[src/rtl/cim_mac_unit_if.sv]
// Bundle between the CIM controller and the MAC engine: the start request with
// its operand descriptors, the shared storage read port, and the result return.
interface cim_mac_unit_if #(
    parameter int DATA_W = 16,
    parameter int ADDR_W = 16,
    parameter int LEN_W  = 7
);
    logic              start;
    logic [LEN_W-1:0]  len;
    logic [ADDR_W-1:0] in1_addr;
    logic [ADDR_W-1:0] in2_addr;
    logic              in2_is_param;
    logic              bias_en;
    logic [ADDR_W-1:0] bias_addr;
    logic              relu_en;

    logic              mem_rd_en;
    logic              mem_rd_param;
    logic [ADDR_W-1:0] mem_rd_addr;
    logic [DATA_W-1:0] mem_rd_data;

    logic              busy;
    logic              done;
    logic [DATA_W-1:0] out;

    // Controller side: issues requests, serves storage reads, collects results.
    modport master (
        output start, len, in1_addr, in2_addr, in2_is_param,
               bias_en, bias_addr, relu_en, mem_rd_data,
        input  mem_rd_en, mem_rd_param, mem_rd_addr, busy, done, out
    );

    // MAC engine side.
    modport slave (
        input  start, len, in1_addr, in2_addr, in2_is_param,
               bias_en, bias_addr, relu_en, mem_rd_data,
        output mem_rd_en, mem_rd_param, mem_rd_addr, busy, done, out
    );
endinterface

[src/rtl/cim_mac_unit.sv]
// Fixed-point multiply-accumulate engine sitting behind the CIM controller.
// Streams two operand vectors (and an optional bias) through one shared read
// port, accumulates the dot product at full precision, then rounds, saturates
// and optionally applies ReLU to produce one DATA_W result with a done pulse.
module cim_mac_unit #(
    parameter int DATA_W = 16,
    parameter int FRAC_W = 10,
    parameter int ACC_W  = 40,
    parameter int ADDR_W = 16,
    parameter int LEN_W  = 7
) (
    input logic           clk,
    input logic           rst,
    cim_mac_unit_if.slave bus
);

    typedef enum logic [2:0] {
        IDLE,
        READ,
        BIAS,
        DRAIN,
        OUT
    } state_t;

    // Tags what the read issued last cycle will return this cycle.
    typedef enum logic [1:0] {
        TAG_NONE,
        TAG_OP1,
        TAG_OP2,
        TAG_BIAS
    } rd_tag_t;

    // Half an output LSB, added before the arithmetic shift for round-half-up.
    localparam logic signed [ACC_W:0] HALF_LSB =
        {{(ACC_W + 1 - FRAC_W){1'b0}}, 1'b1, {(FRAC_W - 1){1'b0}}};
    localparam logic signed [ACC_W:0] SAT_MAX =
        {{(ACC_W + 2 - DATA_W){1'b0}}, {(DATA_W - 1){1'b1}}};
    localparam logic signed [ACC_W:0] SAT_MIN = ~SAT_MAX;
    localparam logic [DATA_W-1:0] OUT_MAX = {1'b0, {(DATA_W - 1){1'b1}}};
    localparam logic [DATA_W-1:0] OUT_MIN = {1'b1, {(DATA_W - 1){1'b0}}};

    state_t                    state_q, state_d;
    rd_tag_t                   rdTag_q, rdTag_d;
    logic [LEN_W-1:0]          elem_q, elem_d;
    logic                      phase_q, phase_d;

    logic [LEN_W-1:0]          len_q;
    logic [ADDR_W-1:0]         in1Base_q;
    logic [ADDR_W-1:0]         in2Base_q;
    logic                      in2Param_q;
    logic                      biasEn_q;
    logic [ADDR_W-1:0]         biasAddr_q;
    logic                      reluEn_q;

    logic                      busy_q;
    logic                      done_q;
    logic [DATA_W-1:0]         out_q;
    logic signed [ACC_W-1:0]   acc_q;
    logic signed [DATA_W-1:0]  op1_q;

    logic                      capture;
    logic                      finish;
    logic                      rdEn;
    logic                      rdParam;
    logic [ADDR_W-1:0]         rdAddr;
    logic                      lastElem;

    logic signed [2*DATA_W-1:0] product;
    logic signed [ACC_W-1:0]    productExt;
    logic signed [ACC_W-1:0]    biasExt;
    logic signed [ACC_W:0]      roundSum;
    logic signed [ACC_W:0]      scaled;
    logic [DATA_W-1:0]          result;

    assign lastElem = (elem_q == (len_q - LEN_W'(1)));

    // Next-state logic and read-port driving; the read port is a pure decode of
    // the current state and counters so reads go out back to back.
    always_comb begin
        state_d = state_q;
        rdTag_d = TAG_NONE;
        elem_d  = elem_q;
        phase_d = phase_q;
        capture = 1'b0;
        finish  = 1'b0;
        rdEn    = 1'b0;
        rdParam = 1'b0;
        rdAddr  = '0;
        unique case (state_q)
            IDLE: begin
                if (bus.start) begin
                    capture = 1'b1;
                    elem_d  = '0;
                    phase_d = 1'b0;
                    if (bus.len != '0) begin
                        state_d = READ;
                    end else if (bus.bias_en) begin
                        state_d = BIAS;
                    end else begin
                        state_d = DRAIN;
                    end
                end
            end
            READ: begin
                rdEn = 1'b1;
                if (!phase_q) begin
                    rdAddr  = in1Base_q + ADDR_W'(elem_q);
                    rdTag_d = TAG_OP1;
                    phase_d = 1'b1;
                end else begin
                    rdAddr  = in2Base_q + ADDR_W'(elem_q);
                    rdParam = in2Param_q;
                    rdTag_d = TAG_OP2;
                    phase_d = 1'b0;
                    elem_d  = elem_q + LEN_W'(1);
                    if (lastElem) begin
                        state_d = biasEn_q ? BIAS : DRAIN;
                    end
                end
            end
            BIAS: begin
                rdEn    = 1'b1;
                rdParam = 1'b1;
                rdAddr  = biasAddr_q;
                rdTag_d = TAG_BIAS;
                state_d = DRAIN;
            end
            DRAIN: begin
                state_d = OUT;
            end
            OUT: begin
                finish  = 1'b1;
                state_d = IDLE;
            end
            default: begin
                state_d = IDLE;
            end
        endcase
    end

    // State, sequencing counters, read tag and the handshake outputs.
    always_ff @(posedge clk) begin
        if (rst) begin
            state_q <= IDLE;
            rdTag_q <= TAG_NONE;
            elem_q  <= '0;
            phase_q <= 1'b0;
            busy_q  <= 1'b0;
            done_q  <= 1'b0;
            out_q   <= '0;
        end else begin
            state_q <= state_d;
            rdTag_q <= rdTag_d;
            elem_q  <= elem_d;
            phase_q <= phase_d;
            done_q  <= finish;
            if (capture) begin
                busy_q <= 1'b1;
            end
            if (finish) begin
                busy_q <= 1'b0;
                out_q  <= result;
            end
        end
    end

    // Snapshot of the request so the controller may change its inputs freely
    // once the operation has been accepted.
    always_ff @(posedge clk) begin
        if (rst) begin
            len_q      <= '0;
            in1Base_q  <= '0;
            in2Base_q  <= '0;
            in2Param_q <= 1'b0;
            biasEn_q   <= 1'b0;
            biasAddr_q <= '0;
            reluEn_q   <= 1'b0;
        end else if (capture) begin
            len_q      <= bus.len;
            in1Base_q  <= bus.in1_addr;
            in2Base_q  <= bus.in2_addr;
            in2Param_q <= bus.in2_is_param;
            biasEn_q   <= bus.bias_en;
            biasAddr_q <= bus.bias_addr;
            reluEn_q   <= bus.relu_en;
        end
    end

    // Full-precision product and bias alignment for the returning data.
    assign product    = op1_q * $signed(bus.mem_rd_data);
    assign productExt = ACC_W'(product);
    assign biasExt    = ACC_W'($signed(bus.mem_rd_data)) <<< FRAC_W;

    // Accumulation: operand 1 is held until its partner arrives, the product
    // and bias are folded in as they land, and the sum is cleared on output.
    always_ff @(posedge clk) begin
        if (rst) begin
            acc_q <= '0;
            op1_q <= '0;
        end else begin
            unique case (rdTag_q)
                TAG_OP1:  op1_q <= $signed(bus.mem_rd_data);
                TAG_OP2:  acc_q <= acc_q + productExt;
                TAG_BIAS: acc_q <= acc_q + biasExt;
                default:  ;
            endcase
            if (finish) begin
                acc_q <= '0;
            end
        end
    end

    // Output scaling: round half up, drop the fraction, saturate, then ReLU.
    assign roundSum = {acc_q[ACC_W-1], acc_q} + HALF_LSB;
    assign scaled   = roundSum >>> FRAC_W;

    // Final result selection from the scaled accumulator.
    always_comb begin
        result = scaled[DATA_W-1:0];
        if (scaled > SAT_MAX) begin
            result = OUT_MAX;
        end else if (scaled < SAT_MIN) begin
            result = OUT_MIN;
        end
        if (reluEn_q && scaled[ACC_W]) begin
            result = '0;
        end
    end

    assign bus.mem_rd_en    = rdEn;
    assign bus.mem_rd_param = rdParam;
    assign bus.mem_rd_addr  = rdAddr;
    assign bus.busy         = busy_q;
    assign bus.done         = done_q;
    assign bus.out          = out_q;

endmodule
[src/flat_wrapper.sv]
// flat-port wrapper written by rule: the top's interface ports become plain ports
module cim_mac_unit_flat 
#(
    parameter int DATA_W = 16,
    parameter int FRAC_W = 10,
    parameter int ACC_W  = 40,
    parameter int ADDR_W = 16,
    parameter int LEN_W  = 7
)
  (clk, rst, bus_start, bus_len, bus_in1_addr, bus_in2_addr, bus_in2_is_param, bus_bias_en, bus_bias_addr, bus_relu_en, bus_mem_rd_data, bus_mem_rd_en, bus_mem_rd_param, bus_mem_rd_addr, bus_busy, bus_done, bus_out);
  cim_mac_unit_if #(.DATA_W(DATA_W), .ADDR_W(ADDR_W), .LEN_W(LEN_W)) bus_i ();
  input logic clk;
  input logic rst;
  input wire logic [$bits(bus_i.start)-1:0] bus_start;
  input wire logic [$bits(bus_i.len)-1:0] bus_len;
  input wire logic [$bits(bus_i.in1_addr)-1:0] bus_in1_addr;
  input wire logic [$bits(bus_i.in2_addr)-1:0] bus_in2_addr;
  input wire logic [$bits(bus_i.in2_is_param)-1:0] bus_in2_is_param;
  input wire logic [$bits(bus_i.bias_en)-1:0] bus_bias_en;
  input wire logic [$bits(bus_i.bias_addr)-1:0] bus_bias_addr;
  input wire logic [$bits(bus_i.relu_en)-1:0] bus_relu_en;
  input wire logic [$bits(bus_i.mem_rd_data)-1:0] bus_mem_rd_data;
  output wire logic [$bits(bus_i.mem_rd_en)-1:0] bus_mem_rd_en;
  output wire logic [$bits(bus_i.mem_rd_param)-1:0] bus_mem_rd_param;
  output wire logic [$bits(bus_i.mem_rd_addr)-1:0] bus_mem_rd_addr;
  output wire logic [$bits(bus_i.busy)-1:0] bus_busy;
  output wire logic [$bits(bus_i.done)-1:0] bus_done;
  output wire logic [$bits(bus_i.out)-1:0] bus_out;
  assign bus_i.start = bus_start;
  assign bus_i.len = bus_len;
  assign bus_i.in1_addr = bus_in1_addr;
  assign bus_i.in2_addr = bus_in2_addr;
  assign bus_i.in2_is_param = bus_in2_is_param;
  assign bus_i.bias_en = bus_bias_en;
  assign bus_i.bias_addr = bus_bias_addr;
  assign bus_i.relu_en = bus_relu_en;
  assign bus_i.mem_rd_data = bus_mem_rd_data;
  assign bus_mem_rd_en = bus_i.mem_rd_en;
  assign bus_mem_rd_param = bus_i.mem_rd_param;
  assign bus_mem_rd_addr = bus_i.mem_rd_addr;
  assign bus_busy = bus_i.busy;
  assign bus_done = bus_i.done;
  assign bus_out = bus_i.out;
  cim_mac_unit #(.DATA_W(DATA_W), .FRAC_W(FRAC_W), .ACC_W(ACC_W), .ADDR_W(ADDR_W), .LEN_W(LEN_W)) u_core (.clk(clk), .rst(rst), .bus(bus_i));
endmodule
[config.mk]
export PLATFORM = sky130hd
export DESIGN_NAME = cim_mac_unit_flat
export DESIGN_NICKNAME = d
export VERILOG_FILES = /design/src/rtl/cim_mac_unit_if.sv /design/src/rtl/cim_mac_unit.sv /design/src/flat_wrapper.sv
export SDC_FILE = /design/constraint.sdc
export NUM_CORES = 1
export LEC_CHECK = 0
export BUFFER_PORTS_ARGS = -buffer_cell sky130_fd_sc_hd__buf_2
export CAP_MARGIN = 20
export CORE_AREA = 2 2 230 232
export DETAILED_ROUTE_END_ITERATION = 10
export DIE_AREA = 0 0 232 234
export GPL_TIMING_DRIVEN = 0
export HOLD_SLACK_MARGIN = 0.05
export PLACE_DENSITY_LB_ADDON = 0.15
export SLEW_MARGIN = 25
export SYNTH_ARGS = -nofsm -noshare
export SYNTH_HDL_FRONTEND = slang
export SYNTH_SLANG_ARGS = --single-unit
[constraint.sdc]
create_clock -name clk -period 11.08 [get_ports clk]
set_input_delay 2.216 -clock clk [delete_from_list [all_inputs] [get_ports clk]]
set_output_delay 2.216 -clock clk [all_outputs]
set_load 0.02 [all_outputs]
==> flow_summary_export.csv <==
group,metric,value,unit
clock_tree,clock_path_buffers,2,
pwr,p_clk_share,17.1,%
timing,period_minus_slack,10.12,ns
global_routing,antenna_found_initial,4,
timing,fin_tns_setup,0,ns
pwr,p_int,1.735,mW
timing,final-hold-violation-count,0,
drt,drt-initial-drc-count,869,
drt,antenna_left,0,
yosys,synth.distinct_cells,74,
final_layout,multi_input_area,15680,um2
final_layout,fin_util,43.45,%
final_layout,layout-drive-gt1-share,6.994,%
floorplanning,io_pins,113,
global_routing,grt_overflow,0,
yosys,yosysWarnings,0,
timing,worst_clock_skew,0.01410,ns
floorplanning,core,52020,um2
final_layout,nets,3095,
floorplanning,num_rows,84,
clock_tree,htreeDepth,4,
pwr,seq_power_share,17.8,%
worst_hold_path,hold_path_class,"flop to flop",
timing,tightest_slew,1.005,ns
clock_tree,clk_pin_slew_worst_paths,0.07,ns
place,portBuffers,112,
yosys,avgSynthCellArea,8.568,um2
pwr,combPwrFrac,65.1,%
place,dp_hpwl,50670,um
pwr,cellPowerDensity,150.3,nW/um2
clock_tree,cts_tree,"built",
clock_tree,post_cts_buffers,0,
worst_setup_path,cp_data_arrival_time,10.48,ns
final_layout,regArea,2903,um2
yosys,ys_seq_area_share,14.12,%
worst_setup_path,crit_fanout,17,
clock_tree,root_buffer,"clkbuf_16",
timing,setup_viol,0,
global_routing,grt_usage,23.39,%
clock_tree,insertion_delay,0.43,ns
worst_setup_path,end_kind,"flop",
drt,routed_via_density,5.101,
yosys,synth_seq_cells,145,
global_routing,grt_pass1_wl,97510,um
final_layout,fillers,5287,
clock_tree,clock-sinks,145,
run,maxCapViolCount,0,
timing,slew_headroom,32.56,%
timing,max_freq,0.09886,GHz
outcome,status,"complete, no violations",
final_layout,areaGrowthSynthToFinish,9.918,%
drt,drc,0,
pwr,power_switching,1.662,mW
clock_tree,cts_resized,0,
yosys,synth_area,20560,um2
final_layout,num_antenna_cells,0,
global_routing,grt_pass1_vias,17270,
timing,min_period_over_period,91.29,%
floorplanning,initial_core_util,39.53,%
floorplanning,die_w,232,um
drt,num_vias,16490,
yosys,syn_nets,2963,
global_routing,grt_max_degree,24,
clock_tree,cts_hold_buf,0,
clock_tree,cts_made_buffers,17,
pwr,vdd_drop_max,0.09788,mV
yosys,synth-edff-count,0,
timing,maxSlewViolCount,0,
pwr,leakagePower,10.97,nW
drt,dr.pass1.iters,5,
worst_setup_path,required,11.44,ns
timing,rsz0062_at_grt,"no",
drt,avgRoutedWirePerCell,18.79,um
worst_setup_path,critPathKind,"input port to flop",
floorplanning,die_h,234,um
place,gp_congestion,0.8924,
worst_setup_path,worst_setup_path_start_kind,"input port",
pwr,switching_share,48.92,%
yosys,synthCells,2400,
drt,drt-total-wl,60760,um
floorplanning,die_area,54290,um2
yosys,ys.flop_type,"dfxtp_1",
yosys,synth-async-reset-ratio,0,%
-- cells by family after synthesis --
group	after synthesis	share of synthesized area, %
DFF	145	14.12
AOI/OAI and AO/OA	402	12.20
and+or+nand+nor	712	16.36
xor gates and xnor gates	111	4.728
muxes	25	1.278
buffers and inverters	519	9.632
adders and majority gates	486	41.69
-- registers in the layout (all words and copies together) (netlist names), 2 cells and up --
signal             flops
u_core.acc_q          40
u_core.biasAddr_q     16
u_core.bus.out        16
u_core.in1Base_q      16
u_core.in2Base_q      16
u_core.op1_q          16
u_core.elem_q          7
u_core.len_q           7
u_core.state_q         3
u_core.rdTag_q         2
-- cell usage after synthesis (all sizes together), types with 31 or more instances --
library cell	count	share of area (%)
ha	154	9.4
fa	332	32
a21oi	167	4.1
a21o	34	1.2
clkbuf	85	1.6
o21ai	58	1.4
and2	128	3.9
inv	422	7.7
nand2	358	6.5
nand3	31	0.75
xnor2	82	3.5
dfxtp	145	14
nor2	89	1.7
-- layout make-up --
cell class | count | area share [%]
clock buffers | 17 | 1.882
clock inverters | 15 | 0.7528
multi-input cells | 1736 | 69.38
plain buffers | 96 | 1.738
repair buffers | 113 | 2.569
well taps | 688 | 3.808
inverters | 423 | 7.025
flip-flops and latches | 145 | 12.84
-- critical path: stages --
cell and delay, ns:
buf_2 0.44, clkinv_1 0.66, buf_1 0.48, nor2_1 0.25
fa_1 0.44, fa_1 0.55, fa_1 0.55, fa_1 0.54
fa_1 0.55, inv_1 0.06, fa_1 0.54, inv_1 0.04
ha_1 0.26, clkbuf_1 0.29, nand2_1 0.12, nor4_1 0.61
nand2_1 0.12, a21oi_1 0.33, and3b_1 0.27, o31ai_1 0.43
a31oi_1 0.20, xnor2_1 0.25, o221ai_1 0.14, a21oi_1 0.13
-- final timing paths --
kind	from	to	slack, ns	depth (start not counted)
max	bus_mem_rd_data[15]	u_core.acc_q[36]	0.96	24
min	u_core.biasEn_q	u_core.biasEn_q	0.45	2
max reg2reg	u_core.op1_q[15]	u_core.acc_q[36]	2.64	24
min reg2reg	u_core.biasEn_q	u_core.biasEn_q	0.45	2
-- metrics by stage --
| stage | setup WS, ns | cell area (um2) | hold WS [ns] | power (mW) | cells |
|---|---|---|---|---|---|
| after floorplan | 2.475 | 20560 | 0.4328 | 2.245 | 2400 |
| after global placement | 0.5228 | 21980 | 0.4430 | 2.804 | 3200 |
| after detailed placement | 0.5768 | 22010 | 0.4454 | 2.812 | 3201 |
| after CTS | 0.9809 | 22600 | 0.4553 | 3.422 | 3233 |
| after global routing | 0.5492 | 22600 | 0.4752 | 3.773 | 3233 |
| final | 0.9649 | 22600 | 0.4523 | 3.398 | 3233 |
-- metal layers --
metal  track usage (%)  routed length (um)
met5                 0                  32
met3             2.809                2581
met1             32.67               28150
met2             37.85               28210
met4             7.472                1782
-- cell usage in the layout (no fill, tap or decap), types with 6 or more instances in the layout --
| cell type | n |
|---|---|
| a211oi_1 | 19 |
| a21boi_0 | 6 |
| a21o_1 | 34 |
| a21oi_1 | 167 |
| a22o_1 | 16 |
| a22oi_1 | 14 |
| a31oi_1 | 14 |
| and2_1 | 128 |
| and3_1 | 9 |
| buf_1 | 6 |
| buf_2 | 113 |
| clkbuf_1 | 85 |
| clkbuf_16 | 17 |
| dfxtp_1 | 145 |
| fa_1 | 331 |
| ha_1 | 154 |
| inv_1 | 421 |
| mux2_2 | 10 |
| mux2i_1 | 15 |
| nand2_1 | 358 |
| nand2b_1 | 12 |
| nand3_1 | 31 |
| nand4_1 | 7 |
| nor2_1 | 88 |
| nor2b_1 | 10 |
| nor3_1 | 18 |
| nor4_1 | 6 |
| o211ai_1 | 10 |
| o21a_1 | 14 |
| o21ai_0 | 57 |
| o21bai_1 | 12 |
| or3_1 | 8 |
| xnor2_1 | 82 |
| xor2_1 | 29 |
-- power groups by stage --
stage | Clock [mW] | Combinational (mW) | Sequential (mW)
3_3_place_gp | 0 | 2.19 | 0.615
6_report | 0.579 | 2.21 | 0.605
4_1_cts | 0.592 | 2.23 | 0.604
5_1_grt | 0.613 | 2.55 | 0.609
3_5_place_dp | 0 | 2.20 | 0.616
2_1_floorplan | 0 | 1.65 | 0.591
(Power assumes the default switching activity.)
